`src/rtl/clk_period_meter.sv`:
```
// Clock period meter: counts clk cycles between edges of a slow input and
// reports them as a divider terminal count, with lock and timeout status.
module clk_period_meter #(
    parameter int CNT_W       = 26,
    parameter int SYNC_STAGES = 2,
    parameter int EDGE_MODE   = 0,
    parameter int LOCK_COUNT  = 4,
    parameter int TOLERANCE   = 0,
    parameter int TIMEOUT     = 1 << 24
) (
    input  logic             clk,
    input  logic             rst,
    input  logic             sig_in,
    output logic [CNT_W-1:0] period_out,
    output logic             meas_valid,
    output logic             locked,
    output logic             timeout
);
    localparam int MC_W = $clog2(LOCK_COUNT + 1);
    localparam logic [CNT_W-1:0] CNT_MAX = '1;
    localparam logic [CNT_W-1:0] TOL = CNT_W'(TOLERANCE);
    localparam logic [CNT_W-1:0] TO_LAST = CNT_W'(TIMEOUT > 0 ? TIMEOUT - 1 : 0);
    localparam logic [MC_W-1:0] LOCK_N = MC_W'(LOCK_COUNT);
    localparam logic [MC_W-1:0] ONE = MC_W'(1);

    typedef enum logic [1:0] {
        IDLE,
        MEAS,
        LOCKED
    } state_t;

    state_t           state, state_n;
    logic [CNT_W-1:0] cnt, cnt_n;
    logic [CNT_W-1:0] prev, prev_n;
    logic [CNT_W-1:0] period_n;
    logic [CNT_W-1:0] diff;
    logic [MC_W-1:0]  match_cnt, match_n, run;
    logic             valid_n, timeout_n;
    logic             s, s_d, edge_q, qual, is_match;

    generate
        if (SYNC_STAGES == 0) begin : g_direct
            assign s = sig_in;
        end else begin : g_sync
            logic [SYNC_STAGES-1:0] sync;
            always_ff @(posedge clk) begin
                if (rst) begin
                    sync <= '0;
                end else begin
                    sync <= SYNC_STAGES'({sync, sig_in});
                end
            end
            assign s = sync[SYNC_STAGES-1];
        end
    endgenerate

    assign qual   = (EDGE_MODE == 0) ? (s ^ s_d) : (s & ~s_d);
    assign locked = (state == LOCKED);

    always_comb begin
        state_n   = state;
        cnt_n     = (cnt == CNT_MAX) ? cnt : cnt + 1'b1;
        prev_n    = prev;
        match_n   = match_cnt;
        period_n  = period_out;
        valid_n   = 1'b0;
        timeout_n = timeout;
        diff      = (cnt >= prev) ? cnt - prev : prev - cnt;
        is_match  = (diff <= TOL);
        // match_cnt==0 marks the first measurement after arming
        if (match_cnt == '0 || !is_match) begin
            run = ONE;
        end else if (match_cnt == LOCK_N) begin
            run = LOCK_N;
        end else begin
            run = match_cnt + ONE;
        end
        if (edge_q) begin
            cnt_n     = '0;
            timeout_n = 1'b0;
            if (state == IDLE) begin
                state_n = MEAS;
                match_n = '0;
            end else begin
                period_n = cnt;
                valid_n  = 1'b1;
                prev_n   = cnt;
                match_n  = run;
                state_n  = (run == LOCK_N) ? LOCKED : MEAS;
            end
        end else if (TIMEOUT != 0 && state != IDLE && cnt == TO_LAST) begin
            state_n   = IDLE;
            timeout_n = 1'b1;
            match_n   = '0;
        end
    end

    always_ff @(posedge clk) begin
        if (rst) begin
            s_d        <= 1'b0;
            edge_q     <= 1'b0;
            state      <= IDLE;
            cnt        <= '0;
            prev       <= '0;
            match_cnt  <= '0;
            period_out <= '0;
            meas_valid <= 1'b0;
            timeout    <= 1'b0;
        end else begin
            s_d        <= s;
            edge_q     <= qual;
            state      <= state_n;
            cnt        <= cnt_n;
            prev       <= prev_n;
            match_cnt  <= match_n;
            period_out <= period_n;
            meas_valid <= valid_n;
            timeout    <= timeout_n;
        end
    end
endmodule
```
`config.mk`:
```
export PLATFORM = sky130hd
export DESIGN_NAME = clk_period_meter
export DESIGN_NICKNAME = d
export VERILOG_FILES = /design/src/rtl/clk_period_meter.sv
export SDC_FILE = /design/constraint.sdc
export NUM_CORES = 1
export LEC_CHECK = 0
export ABC_CLOCK_PERIOD_IN_PS = 4300
export CORE_AREA = 2 2 106 108
export CTS_CLUSTER_DIAMETER = 30
export DETAILED_ROUTE_END_ITERATION = 8
export DIE_AREA = 0 0 108 110
export PLACE_DENSITY = 0.73
export SYNTH_ARGS = -nofsm -noshare
export SYNTH_HDL_FRONTEND = slang
export SYNTH_SLANG_ARGS = --single-unit
```
`constraint.sdc`:
```
create_clock -name clk -period 4.3 [get_ports clk]
set_input_delay 1.075 -clock clk [delete_from_list [all_inputs] [get_ports clk]]
set_output_delay 1.075 -clock clk [all_outputs]
set_load 0.005 [all_outputs]
```
==> flow_summary_export.csv <==
group,metric,value,unit
drt,wirelength,18100,µm
pwr,p_leak,2.58,nW
logic_synthesis,synth_top_family_by_area,"compound AO/OA/AOI/OAI gates",
cts,clk_latency,0.35,ns
drt,drtIter0Drc,529,
worst_setup_path,cp.arrival,4.13,ns
logic_synthesis,yosys_register_bits,63,
floorplanning,die-area,11900,µm²
timing,drv_slew,0,
hold_path,worstHoldEndpoint,"g_sync.sync[1]$_SDFF_PP0_",
placement,dpl.hpwl,14200,µm
timing,finalSetupViolCount,0,
floorplanning,fp.dieH,110,µm
logic_synthesis,synth_adder_area_share,11.7,%
timing,finalHoldWorstSlack,0.471,ns
logic_synthesis,synth_top_area_cell,"dfxtp_1",
drt,via_per_inst,6.24,
global_routing,grt_pass1_wl,28900,µm
pwr,p_per_area,219,nW/µm²
drt,remaining_drc_errors,0,
worst_setup_path,critPathCaptureType,"register",
cts,tritoncts,"yes",
placement,place_congestion,1.01,
worst_setup_path,cp_slowest_cell,"ha_1",
logic_synthesis,synth.area.mux_share,1.25,%
cts,clock-sinks,63,
logic_synthesis,synth_compound_area_share,28.1,%
timing,rsz0062_at_grt,"false",
status,status,"completed",
logic_synthesis,postSynthAreaPerCell,7.23,µm²
floorplanning,rows,38,
timing,fin_tns_setup,0,ns
worst_setup_path,critPathTopFamily,"compound AO/OA/AOI/OAI gates",
hold_path,whs_path_depth,1,
logic_synthesis,ys_seq_area_share,21.8,%
timing,max_freq,256,MHz
finish,nets,871,
worst_setup_path,ff2ff_path_depth,12,
worst_setup_path,critPathLaunchType,"register",
cts,clk_path_buf_depth,2,
timing,period_minus_slack,3.91,ns
cts,ctsHtreeMaxLevel,3,
cts,path_clk_slew,0.07,ns
drt,wl_per_cell,18.9,µm
logic_synthesis,synth_area_leaders,"dfxtp_1 22%, ha_1 12%, a21oi_1 8.0%",
finish,areaGrowthSynthToFinish,10.3,%
flow_run,cap_violations,0,
timing,fin_crit_sh,91.0,%
drt,via_count,5985,
finish,antennaDiodeCount,0,
global_routing,grt.busiest_layer,"met2",
worst_setup_path,critical-path-max-stage-delay,0.61,ns
global_routing,antenna_found_initial,0,
logic_synthesis,syn_nets,858,
floorplanning,ios,32,
global_routing,first_global_vias,5552,
global_routing,grt_max_degree,37,
cts,cts_setup_buffers,0,
drt,postRouteAntennaNets,0,
cts,clockRootBuffer,"clkbuf_8",
worst_setup_path,path_max_fanout,15,
global_routing,overflow,0,
hold_path,min_from,"g_sync.sync[0]$_SDFF_PP0_",
hold_path,hold_path.class,"reg2reg",
worst_setup_path,r2r-end,"state[0]$_SDFFE_PP0P_",
worst_setup_path,path_cells,"inv_1, ha_1, and2_1, o2111ai_1, a311oi_1, nor2_1, a22oi_1, xor2_1, or4_1, o32ai_2, and4_4, a211oi_1",
timing,slew_headroom,19.1,%
logic_synthesis,synth_ff_type,"dfxtp_1",
logic_synthesis,synth_async_sr_flop_share,0,%
logic_synthesis,synth_most_common_cell,"nand2_1",
timing,worst_pin_slew,1.21,ns
placement,io_buffer_count,31,
worst_setup_path,r2r_slack,0.39,ns
worst_setup_path,crit_required,4.52,ns
cts,cts_resized,0,
logic_synthesis,synth.distinct_cells,73,
floorplanning,die_w,108,µm
timing,hold_viol,0,
worst_setup_path,path_class,"reg2reg",
logic_synthesis,synth.cell_area,5790,µm²
logic_synthesis,yosys.area.top_type_share,21.8,%
cts,cts_hold_buf,0,
global_routing,use_met2,47.6,%
worst_setup_path,cp_num_buf_inv,1,
logic_synthesis,synthSimpleGateAreaFrac,23.9,%
worst_setup_path,r2r-start,"prev[5]$_SDFFE_PP0P_",
logic_synthesis,synth_xor_area_share,6.20,%
global_routing,met1_usage,46.0,%
finish,drive_above_1_share,5.49,%
floorplanning,start_util,54.1,%
global_routing,globalRouteTotalUtil,31.2,%
logic_synthesis,synth_edf_count,0,
pwr,peakVddDrop,0.000264,V
logic_synthesis,synth_top_cells_by_count,"104 x nand2_1, 93 x a21oi_1, 63 x dfxtp_1",
global_routing,use_met3,3.00,%
logic_synthesis,synthCells,801,
timing,skew,0.00702,ns
logic_synthesis,ys_warn_count,0,
drt,drtPass1Iterations,5,
cts,cts_buffers,9,
floorplanning,core,10700,µm²
==> where the power goes <==
group,leakage [nW],switching (W),internal (W)
Clock,0.100,0.000223,0.000281
Combinational,1.97,0.000166,0.000126
Sequential,0.509,0.0000106,0.000593
==> placed cells by master, fill, tap and decap left out, types with 4 or more instances in the layout <==
cell	instances
nand2_1	104
a21oi_1	93
dfxtp_1	63
inv_1	62
nor2_1	54
ha_1	54
o21ai_0	42
xnor2_1	31
clkdlybuf4s50_1	31
nor3_1	24
nand3_1	20
a21o_1	17
nand4_1	17
o21a_1	13
buf_4	12
xor2_1	10
clkbuf_8	10
a211oi_1	9
nor2b_1	9
nor4_1	9
and2_1	7
a31oi_1	7
o211ai_1	7
nand2b_1	6
o2111ai_1	5
and4_1	5
o31ai_1	5
a211o_1	5
mux2i_1	5
nand3b_1	4
a311oi_1	4
or3_1	4
and3_1	4
==> logic make-up after synthesis <==
logic type                 after synthesis
AOI/OAI and AO/OA                      250
and+or+nand+nor                        283
buffers and inverters                  103
xor gates and xnor gates                41
DFF                                     63
muxes                                    7
adders and majority gates               54
==> flip-flops by register name, summed over array words and instances (netlist names) <==
register and count:
meas_valid 1, match_cnt 3, prev 26, timeout 1
cnt 26, state 2, g_sync.sync 2, s_d 1
edge_q 1
==> per-stage QoR <==
step	std cells	worst slack [ns]	util (%)	power (W)	instance area (µm²)
floorplan	801	0.936	-	0.000827	5790
global placement	943	0.585	57.9	0.000895	6200
detailed placement	943	0.503	57.9	0.000899	6200
CTS	959	0.488	59.7	0.00139	6390
global route	959	0.176	59.7	0.00145	6390
finish	959	0.387	59.7	0.00140	6390
==> cell type report <==
class | count | area [µm²]
Tap cell | 140 | 175
Clock inverter | 4 | 45.0
Sequential cell | 63 | 1260
Clock buffer | 12 | 145
Inverter | 62 | 233
Fill cell | 1009 | 4310
Timing Repair Buffer | 43 | 400
Multi-Input combinational cell | 635 | 4130
==> worst reg2reg max path: cells and delay by family, from the launching register on <==
family | cells | cell delay, ns
fa+ha+maj | 1 | 0.61
xor+xnor | 1 | 0.09
buf+inv | 1 | 0.06
flops | 1 | 0.38
simple gates | 4 | 1.25
compound gates | 5 | 1.39
==> routing by layer <==
metal,routed length (µm),up-vias
li1,-,2906
met1,8530,2790
met2,7930,251
met3,1290,38
met4,374,0
met5,0,-
==> worst max-delay path by stage <==
stage	startpoint	to	cells past startpoint
2_1_floorplan	prev[6]$_SDFFE_PP0P_	state[0]$_SDFFE_PP0P_	13
3_3_place_gp	prev[6]$_SDFFE_PP0P_	state[0]$_SDFFE_PP0P_	12
3_5_place_dp	prev[5]$_SDFFE_PP0P_	state[0]$_SDFFE_PP0P_	12
4_1_cts	prev[5]$_SDFFE_PP0P_	state[0]$_SDFFE_PP0P_	12
5_1_grt	prev[5]$_SDFFE_PP0P_	state[0]$_SDFFE_PP0P_	12
6_report	prev[5]$_SDFFE_PP0P_	state[0]$_SDFFE_PP0P_	12
(Power assumes the default switching activity.)
